**config.mk**
```make
export PLATFORM = sky130hd
export DESIGN_NAME = fetch_prefetch_unit
export DESIGN_NICKNAME = d
export VERILOG_FILES = /design/src/rtl/fetch_prefetch_unit.sv
export SDC_FILE = /design/constraint.sdc
export NUM_CORES = 1
export LEC_CHECK = 0
export BUFFER_PORTS_ARGS = -buffer_cell sky130_fd_sc_hd__buf_2
export CELL_PAD_IN_SITES_DETAIL_PLACEMENT = 0
export CELL_PAD_IN_SITES_GLOBAL_PLACEMENT = 1
export CORE_MARGIN = 5
export CORE_UTILIZATION = 43
export CTS_CLUSTER_DIAMETER = 100
export DETAILED_ROUTE_END_ITERATION = 7
export PLACE_DENSITY = 0.84
export SLEW_MARGIN = 20
export SYNTH_ARGS = -nofsm -noshare
export SYNTH_HDL_FRONTEND = slang
export SYNTH_SLANG_ARGS = --single-unit
```
**constraint.sdc**
```tcl
create_clock -name clk -period 8.3 [get_ports clk]
set_input_delay 1.245 -clock clk [delete_from_list [all_inputs] [get_ports clk]]
set_output_delay 1.245 -clock clk [all_outputs]
set_load 0.005 [all_outputs]
```
**src/rtl/fetch_prefetch_unit.sv**
```systemverilog
// ---------------------------------------------------------------------------
// fetch_prefetch_unit
//
// Instruction-fetch stage. Issues sequential word fetches to the instruction
// memory and buffers the returned words in a small in-order prefetch queue
// that feeds the decode register. A redirect (branch/jump/trap) flushes the
// queue, restarts fetch at the new address and discards every response still
// owed by the memory for the old stream.
//
// Parameters
//   RESET_PC    fetch address after reset
//   DEPTH       prefetch queue entries, also the maximum requests in flight
//   NOP_INSTR   value presented on inst when no instruction is valid
//
// Ports
//   clk          rising-edge clock
//   reset        asynchronous active-high reset
//   imem_req     fetch request valid
//   imem_addr    fetch byte address (word aligned), stable while req && !gnt
//   imem_gnt     memory accepts the request this cycle
//   imem_rvalid  read data valid, responses return in issue order
//   imem_rdata   instruction word
//   redirect     restart fetch at redirect_pc (overrides stall)
//   redirect_pc  new fetch address, bits [1:0] ignored
//   stall        decode cannot accept, head entry is held
//   inst_valid   head entry valid, consumed when inst_valid && !stall
//   inst         head instruction (NOP_INSTR when not valid)
//   inst_pc      PC of head instruction (0 when not valid)
//   misalign     one-cycle pulse after a redirect to a non-word-aligned PC
// ---------------------------------------------------------------------------
module fetch_prefetch_unit #(
    parameter logic [31:0] RESET_PC  = 32'h0000_0000,
    parameter int          DEPTH     = 2,
    parameter logic [31:0] NOP_INSTR = 32'h0000_0013
) (
    input  logic        clk,
    input  logic        reset,
    output logic        imem_req,
    output logic [31:0] imem_addr,
    input  logic        imem_gnt,
    input  logic        imem_rvalid,
    input  logic [31:0] imem_rdata,
    input  logic        redirect,
    input  logic [31:0] redirect_pc,
    input  logic        stall,
    output logic        inst_valid,
    output logic [31:0] inst,
    output logic [31:0] inst_pc,
    output logic        misalign
);

    localparam int CW = $clog2(DEPTH + 1);
    localparam int PW = (DEPTH > 1) ? $clog2(DEPTH) : 1;
    localparam int SW = CW + 2;

    logic [31:0]   fetch_pc;
    logic [CW-1:0] count;
    logic [CW-1:0] inflight;
    logic [CW-1:0] discard;
    logic [PW-1:0] head;
    logic [PW-1:0] tail;
    logic [31:0]   data_q [DEPTH];
    logic [31:0]   pc_q   [DEPTH];

    logic [SW-1:0] credits_used;
    logic [SW-1:0] stale_left;
    logic [31:0]   resp_pc;
    logic          issue;
    logic          resp_drop;
    logic          resp_live;
    logic          push;
    logic          pop;

    function automatic logic [PW-1:0] next_ptr(input logic [PW-1:0] p);
        return (p == PW'(DEPTH - 1)) ? '0 : p + PW'(1);
    endfunction

    // Every queue slot is reserved at issue time: an entry that is buffered,
    // still owed by memory, or owed but to be thrown away all hold a credit.
    // That is what lets a live response always find a free slot.
    assign credits_used = SW'(count) + SW'(inflight) + SW'(discard);
    assign imem_req     = !reset && !redirect && (credits_used < SW'(DEPTH));
    assign imem_addr    = fetch_pc;
    assign issue        = imem_req && imem_gnt;

    // Stale responses are always older than live ones, so they are retired
    // first. A response with nothing outstanding is ignored.
    assign resp_drop = imem_rvalid && (discard != '0);
    assign resp_live = imem_rvalid && (discard == '0) && (inflight != '0);
    assign push      = resp_live && !redirect;
    assign pop       = inst_valid && !stall;

    // Live requests after a redirect are strictly sequential, so the oldest
    // outstanding one was issued inflight words before the current fetch_pc.
    assign resp_pc = fetch_pc - (32'(inflight) << 2);

    assign inst_valid = (count != '0);
    assign inst       = inst_valid ? data_q[head] : NOP_INSTR;
    assign inst_pc    = inst_valid ? pc_q[head]   : 32'h0;

    // On a redirect every old-stream request becomes a discard, minus the one
    // whose response (if any) arrives in the redirect cycle itself.
    always_comb begin
        stale_left = SW'(discard) + SW'(inflight);
        if (imem_rvalid && (stale_left != '0)) begin
            stale_left = stale_left - SW'(1);
        end
    end

    // Control state: fetch address, queue occupancy and the credit counters.
    // Redirect wins over everything else, including stall and responses.
    always_ff @(posedge clk or posedge reset) begin
        if (reset) begin
            fetch_pc <= RESET_PC;
            count    <= '0;
            inflight <= '0;
            discard  <= '0;
            head     <= '0;
            tail     <= '0;
            misalign <= 1'b0;
        end else if (redirect) begin
            fetch_pc <= {redirect_pc[31:2], 2'b00};
            count    <= '0;
            inflight <= '0;
            discard  <= CW'(stale_left);
            head     <= '0;
            tail     <= '0;
            misalign <= (redirect_pc[1:0] != 2'b00);
        end else begin
            misalign <= 1'b0;
            if (issue) begin
                fetch_pc <= fetch_pc + 32'd4;
            end
            if (resp_drop) begin
                discard <= discard - CW'(1);
            end
            case ({issue, resp_live})
                2'b10:   inflight <= inflight + CW'(1);
                2'b01:   inflight <= inflight - CW'(1);
                default: inflight <= inflight;
            endcase
            case ({push, pop})
                2'b10:   count <= count + CW'(1);
                2'b01:   count <= count - CW'(1);
                default: count <= count;
            endcase
            if (push) begin
                tail <= next_ptr(tail);
            end
            if (pop) begin
                head <= next_ptr(head);
            end
        end
    end

    // Queue storage needs no reset: occupancy alone decides what is visible.
    always_ff @(posedge clk) begin
        if (push) begin
            data_q[tail] <= imem_rdata;
            pc_q[tail]   <= resp_pc;
        end
    end

    // The memory must never answer a request that was not issued.
    rvalid_has_owner: assert property (@(posedge clk) disable iff (reset)
        imem_rvalid |-> ((inflight != '0) || (discard != '0)));

endmodule

```
==> impl_results.md, run 1 <==
* Status: finished, final reports clean
* CTS hold repair buffers at 0
* Ys Warns at 0
* FF-to-FF End: imem_addr[8]
* Critical Path Fanout Max at 4
* Worst hold-check path type: flip-flop to flip-flop
* R2r worst-path depth at 9
* Peak supply drop at 144.3 uV
* Most used cell along the critical path: inv_1
* Final Max Slew Viols at 0
* Power Total at 0.002044 W
* R2R Path Start: inflight[1]
* Most instantiated cells after synthesis: 124 x edfxtp_1, 88 x nor2_1, 67 x mux2i_1, 44 x nand2_1, 39 x dfrtp_1
* Total Neg Setup Slack at 0 ns
* # port buffers at 164
* Crit-path cells: inv_1 > fa_1 > inv_1 > ha_1 > or4_4 > nor2_1 > buf_2
* Vias in the first global route at 5085
* FFs w/ async S/R, synth at 0.2393
* Hold_sp: discard[1]
* Setup Skew at 0.01179 ns
* GRT Total Usage at 0.1625
* First drt pass iteration count at 4
* Clock Latency Late Sink at 0.42 ns
* Period utilization at 0.4617
* Post-place setup slack at 4.252 ns
* Slack of the critical path at 4.468 ns
* Pin count of the biggest net entering global routing at 65
* Clk slew on worst S/H paths at 0.06 ns
* CTS tree: done
* Synthesis-stage register bit count at 163
* Synth area leaders: edfxtp_1 48%, dfrtp_1 13%, mux2i_1 8.6%
* WHS Endpoint: discard[1]
* Leak at 3.665 nW
* Post-DP HPWL at 11470 um
* Core area at 0.01790 sq mm
* CP max stage cell: or4_4
* Hold depth at 2
* Core Rows at 49
* Cts repair resizes at 0
* Total length of routed wires at 16640 um
* Die area at 0.02088 sq mm
* Crit path DAT at 2.59 ns
* CTS buffer count at 17
* Num ports at 169
* Via count at 5238
* PwrDens at 217.5 mW/mm^2
* FMAX at 260.9 MHz
* Utilization of the core after routing at 0.5248
* Clk root buf: clkbuf_16
* Die Ht at 144.5 um
* Synth Flop Type: edfxtp_1
* Drt drc at 0
* # setup viols final at 0
* Clk buf depth at 2
* Critical Path Start Type: flip-flop
* Crit. End Element: output port
* WL per Instance at 16.17 um
* Final antenna-violating net count at 0
* Most common cell in the netlist: edfxtp_1
* Congestion Overflow GR at 0
* Layout cells sized above 1 at 0.2725
* Htree depth at 4
* Initial Utilization at 0.4344
* Placed insts at 997
* Cell area after synthesis at 0.007777 sq mm
* Routability cong. at 0.8230
* Antenna violations before repair at 0
* Cells after Synth at 638
* Post-synth top area cell: edfxtp_1
* # nets final at 868
* Worst slew margin at 0.2487
* Minimum clock period at 3.832 ns
* Ant diodes at 0
* Clk sinks at 163
* Worst path required time at 7.05 ns
* Post-synth cell types at 53
* Max Cap Viol at 0
* Crit Path Category: flip-flop to output port
* Global-route wire length before repair at 26180 um
* Final hold violations at 0
* Postcts setup bufs at 0
* P&R area growth vs syn at 20.80%
* Largest stage delay on the critical path at 0.58 ns
* Reg-to-reg slack, setup at 4.60 ns
* Layout Cells excl Fill at 1029
* Worst-margin pin slew at 1.127 ns
* Area share of the largest cell type after synthesis at 0.4788
* RSZ-0062 raised after global routing: false
* Via count normalized by instance count at 5.090
* Register area share after synthesis at 0.6042
* Initial DRC Count at 224
* Number of synthesized flops with an enable pin at 124
* Die span in x at 144.5 um
* Synthesized area per cell at 12.19 sq um
-- cell type report --
cell class,count,area [sq um]
well taps,229,286.5
clock buffers,18,429.2
inverters,19,71.32
fillers,1611,8507
clock inverters,14,210.2
repair buffers,171,873.3
multi-input cells,415,2821
flip-flops and latches,163,4703
-- layer usage --
| metal | vias to the layer above | track usage | routed length (um) |
|---|---|---|---|
| li1 | 2590 | - | - |
| met1 | 2499 | 0.2181 | 7664 |
| met2 | 140 | 0.2621 | 7902 |
| met3 | 9 | 0.04663 | 949 |
| met4 | 0 | 0.04075 | 124 |
| met5 | - | 0 | 0 |
-- critical path: cells and delay by family (launching register included) --
kind / cells / cell delay, ns
adders and majority gates: 2 / 0.79
and+or+nand+nor: 2 / 0.68
DFF: 1 / 0.41
buffers and inverters: 3 / 0.29
-- logic make-up after synthesis --
family,count (synthesis),synth area share
AO/OA/AOI/OAI,66,0.05534
XOR/XNOR,43,0.04842
adder cells (fa/ha/maj),11,0.02059
buffers and inverters,63,0.03668
flip-flops,163,0.6042
multiplexers,67,0.08623
other,1,0.0004822
AND/OR/NAND/NOR,224,0.1480
-- flip-flops by register name, summed over array words and instances (netlist names) --
| register | cells |
|---|---|
| misalign | 1 |
| data_q | 64 |
| head | 1 |
| inflight | 2 |
| pc_q | 60 |
| tail | 1 |
| imem_addr | 30 |
| discard | 2 |
| count | 2 |
-- cell usage in the layout (no fill, tap or decap), drive strengths merged, types with 2 or more instances in the layout --
cell / n
a21boi: 2
a21o: 4
a21oi: 11
a221o: 4
a22oi: 3
and3: 3
buf: 171
bufinv: 5
clkbuf: 18
clkinv: 5
clkinvlp: 3
conb: 4
dfrtp: 39
edfxtp: 124
fa: 3
ha: 8
inv: 20
mux2i: 67
nand2: 44
nand2b: 4
nand3: 17
nand3b: 6
nand4: 8
nor2: 89
nor2b: 5
nor3: 18
nor3b: 3
nor4: 12
o211ai: 7
o21a: 2
o21ai: 22
o311ai: 6
o31ai: 2
or2: 2
or3: 5
or4: 7
xnor2: 18
xor2: 25
-- worst max path at each step --
stage	start	end	slack, ns	depth (start not counted)
floorplan	redirect	data_q[1][0]	1.39	4
global placement	redirect	imem_addr[15]	4.32	7
detailed placement	redirect	imem_addr[8]	4.25	7
CTS	inflight[1]	imem_req	4.42	7
global route	inflight[1]	imem_req	4.33	7
finish	inflight[1]	imem_req	4.47	7
-- report_power, final --
| group | total, W | internal (W) | switching (W) |
|---|---|---|---|
| logic | 0.000230 | 0.000104 | 0.000125 |
| registers | 0.000975 | 0.000919 | 0.0000554 |
| clock network | 0.000839 | 0.000532 | 0.000307 |
-- through the flow --
step,hold WS [ns],cell area [sq um]
2_1_floorplan,0.5193,7789
3_3_place_gp,0.5413,8756
3_5_place_dp,0.5691,8756
4_1_cts,0.5838,9395
5_1_grt,0.6104,9395
6_report,0.5728,9395
Power figures use the tool's default switching activity.
==> run 2: changes to the inputs <==
clock period = 3.85 ns   (was 8.3 ns; I/O delays follow)
==> impl_results.md, run 2 (same netlist as run 1, synthesis figures left out) <==
* R2r worst-path depth at 8 (-1)
* Antenna violations before repair at 0 (unchanged)
* Area of the multi-input gates at 0.002834 sq mm (+0.44%)
* Crit path DAT at 2.66 ns (+0.07 ns)
* Crit Path Category: flip-flop to output port
* Leak at 3.661 nW (-0.13%)
* Peak supply drop at 281.0 uV (+95%)
* Worst hold-check path type: input port to asynchronous set/reset pin
* Final Max Slew Viols at 0 (unchanged)
* Clk root buf: clkbuf_16
* Die area at 0.02088 sq mm (unchanged)
* Via count normalized by instance count at 5.192 (+2.0%)
* Largest stage delay on the critical path at 0.58 ns (about the same)
* Most used cell along the critical path: inv_1
* Critical Path Start Type: flip-flop
* Vias in the first global route at 5207 (+2.4%)
* First drt pass iteration count at 4 (unchanged)
* GRT Total Usage at 0.1693 (+0.006845)
* PwrDens at 454.0 mW/mm^2 (+110%)
* Critical Path Fanout Max at 4 (unchanged)
* Via count at 5353 (+2.2%)
* RSZ-0062 raised after global routing: false
* # setup viols final at 0 (unchanged)
* Cts repair resizes at 0 (unchanged)
* Core Rows at 49 (unchanged)
* DR top layer: met4
* Minimum clock period at 3.238 ns
* CTS tree: done
* Worst slew margin at 0.2709 (+0.02221)
* Die span in x at 144.5 um (unchanged)
* Postcts setup bufs at 0 (unchanged)
* Utilization of the core after routing at 0.5239 (-0.0009080)
* Routed wl met3 at 1070 um (+13%)
* Die Ht at 144.5 um (unchanged)
* Num ports at 169 (unchanged)
* Worst path required time at 3.27 ns (-3.78 ns)
* Initial Utilization at 0.4344 (unchanged)
* Status: finished, final reports clean
* Largest reg by FF count: data_q
* # port buffers at 164 (unchanged)
* Ant diodes at 0 (unchanged)
* P&R area growth vs syn at 20.59%
* Final antenna-violating net count at 0 (unchanged)
* Pin count of the biggest net entering global routing at 63 (-3.1%)
* Congestion Overflow GR at 0 (unchanged)
* Setup Skew at 0.01105 ns (-0.0007411 ns)
* Clk buf depth at 2 (unchanged)
* Worst-margin pin slew at 1.089 ns (-0.03811 ns)
* Clk slew on worst S/H paths at 0.07 ns (about the same)
* Post-DP HPWL at 11950 um (+4.2%)
* CP max stage cell: or4_4
* Htree depth at 4 (unchanged)
* Initial DRC Count at 233 (+4.0%)
* Fill count at 1583 (-1.7%)
* Register area at 0.004703 sq mm (unchanged)
* Total Neg Setup Slack at 0 ns (unchanged)
* DRT met1 WL at 7844 um (+2.3%)
* Layout cells sized above 1 at 0.2781 (+0.005555)
* CTS hold repair buffers at 0 (unchanged)
* CTS buffer count at 17 (unchanged)
* Clock Latency Late Sink at 0.42 ns (about the same)
* Max Cap Viol at 0 (unchanged)
* Most common cell after layout, fill and taps aside: buf_2
* Final hold violations at 0 (unchanged)
* Period utilization at 0.8410
* Global-route wire length before repair at 27260 um (+4.1%)
* Commonest cells after routing, fill and taps aside: 164 x buf_2, 124 x edfxtp_1, 87 x nor2_1
* Total length of routed wires at 17220 um (+3.5%)
* Crit. End Element: output port
* Drt drc at 0 (unchanged)
* WL per Instance at 16.70 um (+3.3%)
* Core area at 0.01790 sq mm (unchanged)
* Met2 wire length at 8075 um (+2.2%)
* FMAX at 308.8 MHz
* # nets final at 870 (+0.23%)
* Largest register FFs at 64 (unchanged)
* Routability cong. at 0.8182 (-0.58%)
* Clk sinks at 163 (unchanged)
* Crit-path cells: inv_1 > fa_1 > inv_1 > ha_1 > or4_4 > nor2_1 > buf_2
## run 2: changes by cell type in the layout (fill, tap and decap cells not counted)
cell	delta
buf_12	+1
buf_4	+1
bufinv_16	-3
clkinv_1	-3
clkinv_2	+1
clkinv_4	+1
clkinvlp_2	+1
inv_6	+3
nor3_2	-1
nor3_4	+1
nor3b_2	-1
nor3b_4	+1
## run 2: per-layer routing
layer  track usage  up-vias
met5             0        -
met4       0.05007        0
met3       0.04101       21
met2        0.2724      159
met1        0.2294     2575
li1              -     2598
## run 2: layout make-up
cell class	instances	share of cell area
Inverter	19	0.007604
Sequential cell	163	0.5015
Clock inverter	14	0.01641
Clock buffer	18	0.04576
Multi-Input combinational cell	415	0.3022
Tap cell	229	0.03055
Timing Repair Buffer	173	0.09605
## run 2: metrics by stage
stage	area, sq um	setup slack, ns	power (W)	hold WS, ns	cells
floorplan	7799	-0.2018	0.002450	0.5246	641
global placement	8796	0.8204	0.002630	0.5205	999
detailed placement	8796	0.7405	0.002646	0.5263	999
CTS	9379	0.5828	0.004307	0.06577	1031
global route	9379	0.4784	0.004468	0.09626	1031
finish	9379	0.6121	0.004258	0.08327	1031
## run 2: final timing paths
check / start / endpoint / slack, ns
worst max-delay path: inflight[1] / imem_req / 0.61
max in group asynchronous: reset / imem_addr[28] / 3.05
worst min-delay path: reset / tail / 0.08
min in group clk: imem_rdata[2] / data_q[0][2] / 0.34
worst min register to register: discard[1] / discard[1] / 0.56
worst max register to register: inflight[1] / imem_addr[18] / 0.72
## run 2: critical path: cells and delay by family, from the launching register on
kind | cells | cell delay [ns]
AND/OR/NAND/NOR | 2 | 0.72
adder cells (fa/ha/maj) | 2 | 0.80
buffers and inverters | 3 | 0.31
flip-flops | 1 | 0.41
## run 2: power by group
part	total [W]	switching (W)	internal, W	leakage (nW)
combinational	0.000509	0.000280	0.000228	1.79
sequential	0.00210	0.000120	0.00198	1.60
clock	0.00165	0.000686	0.000962	0.274
total	0.00426	0.00109	0.00317	3.66
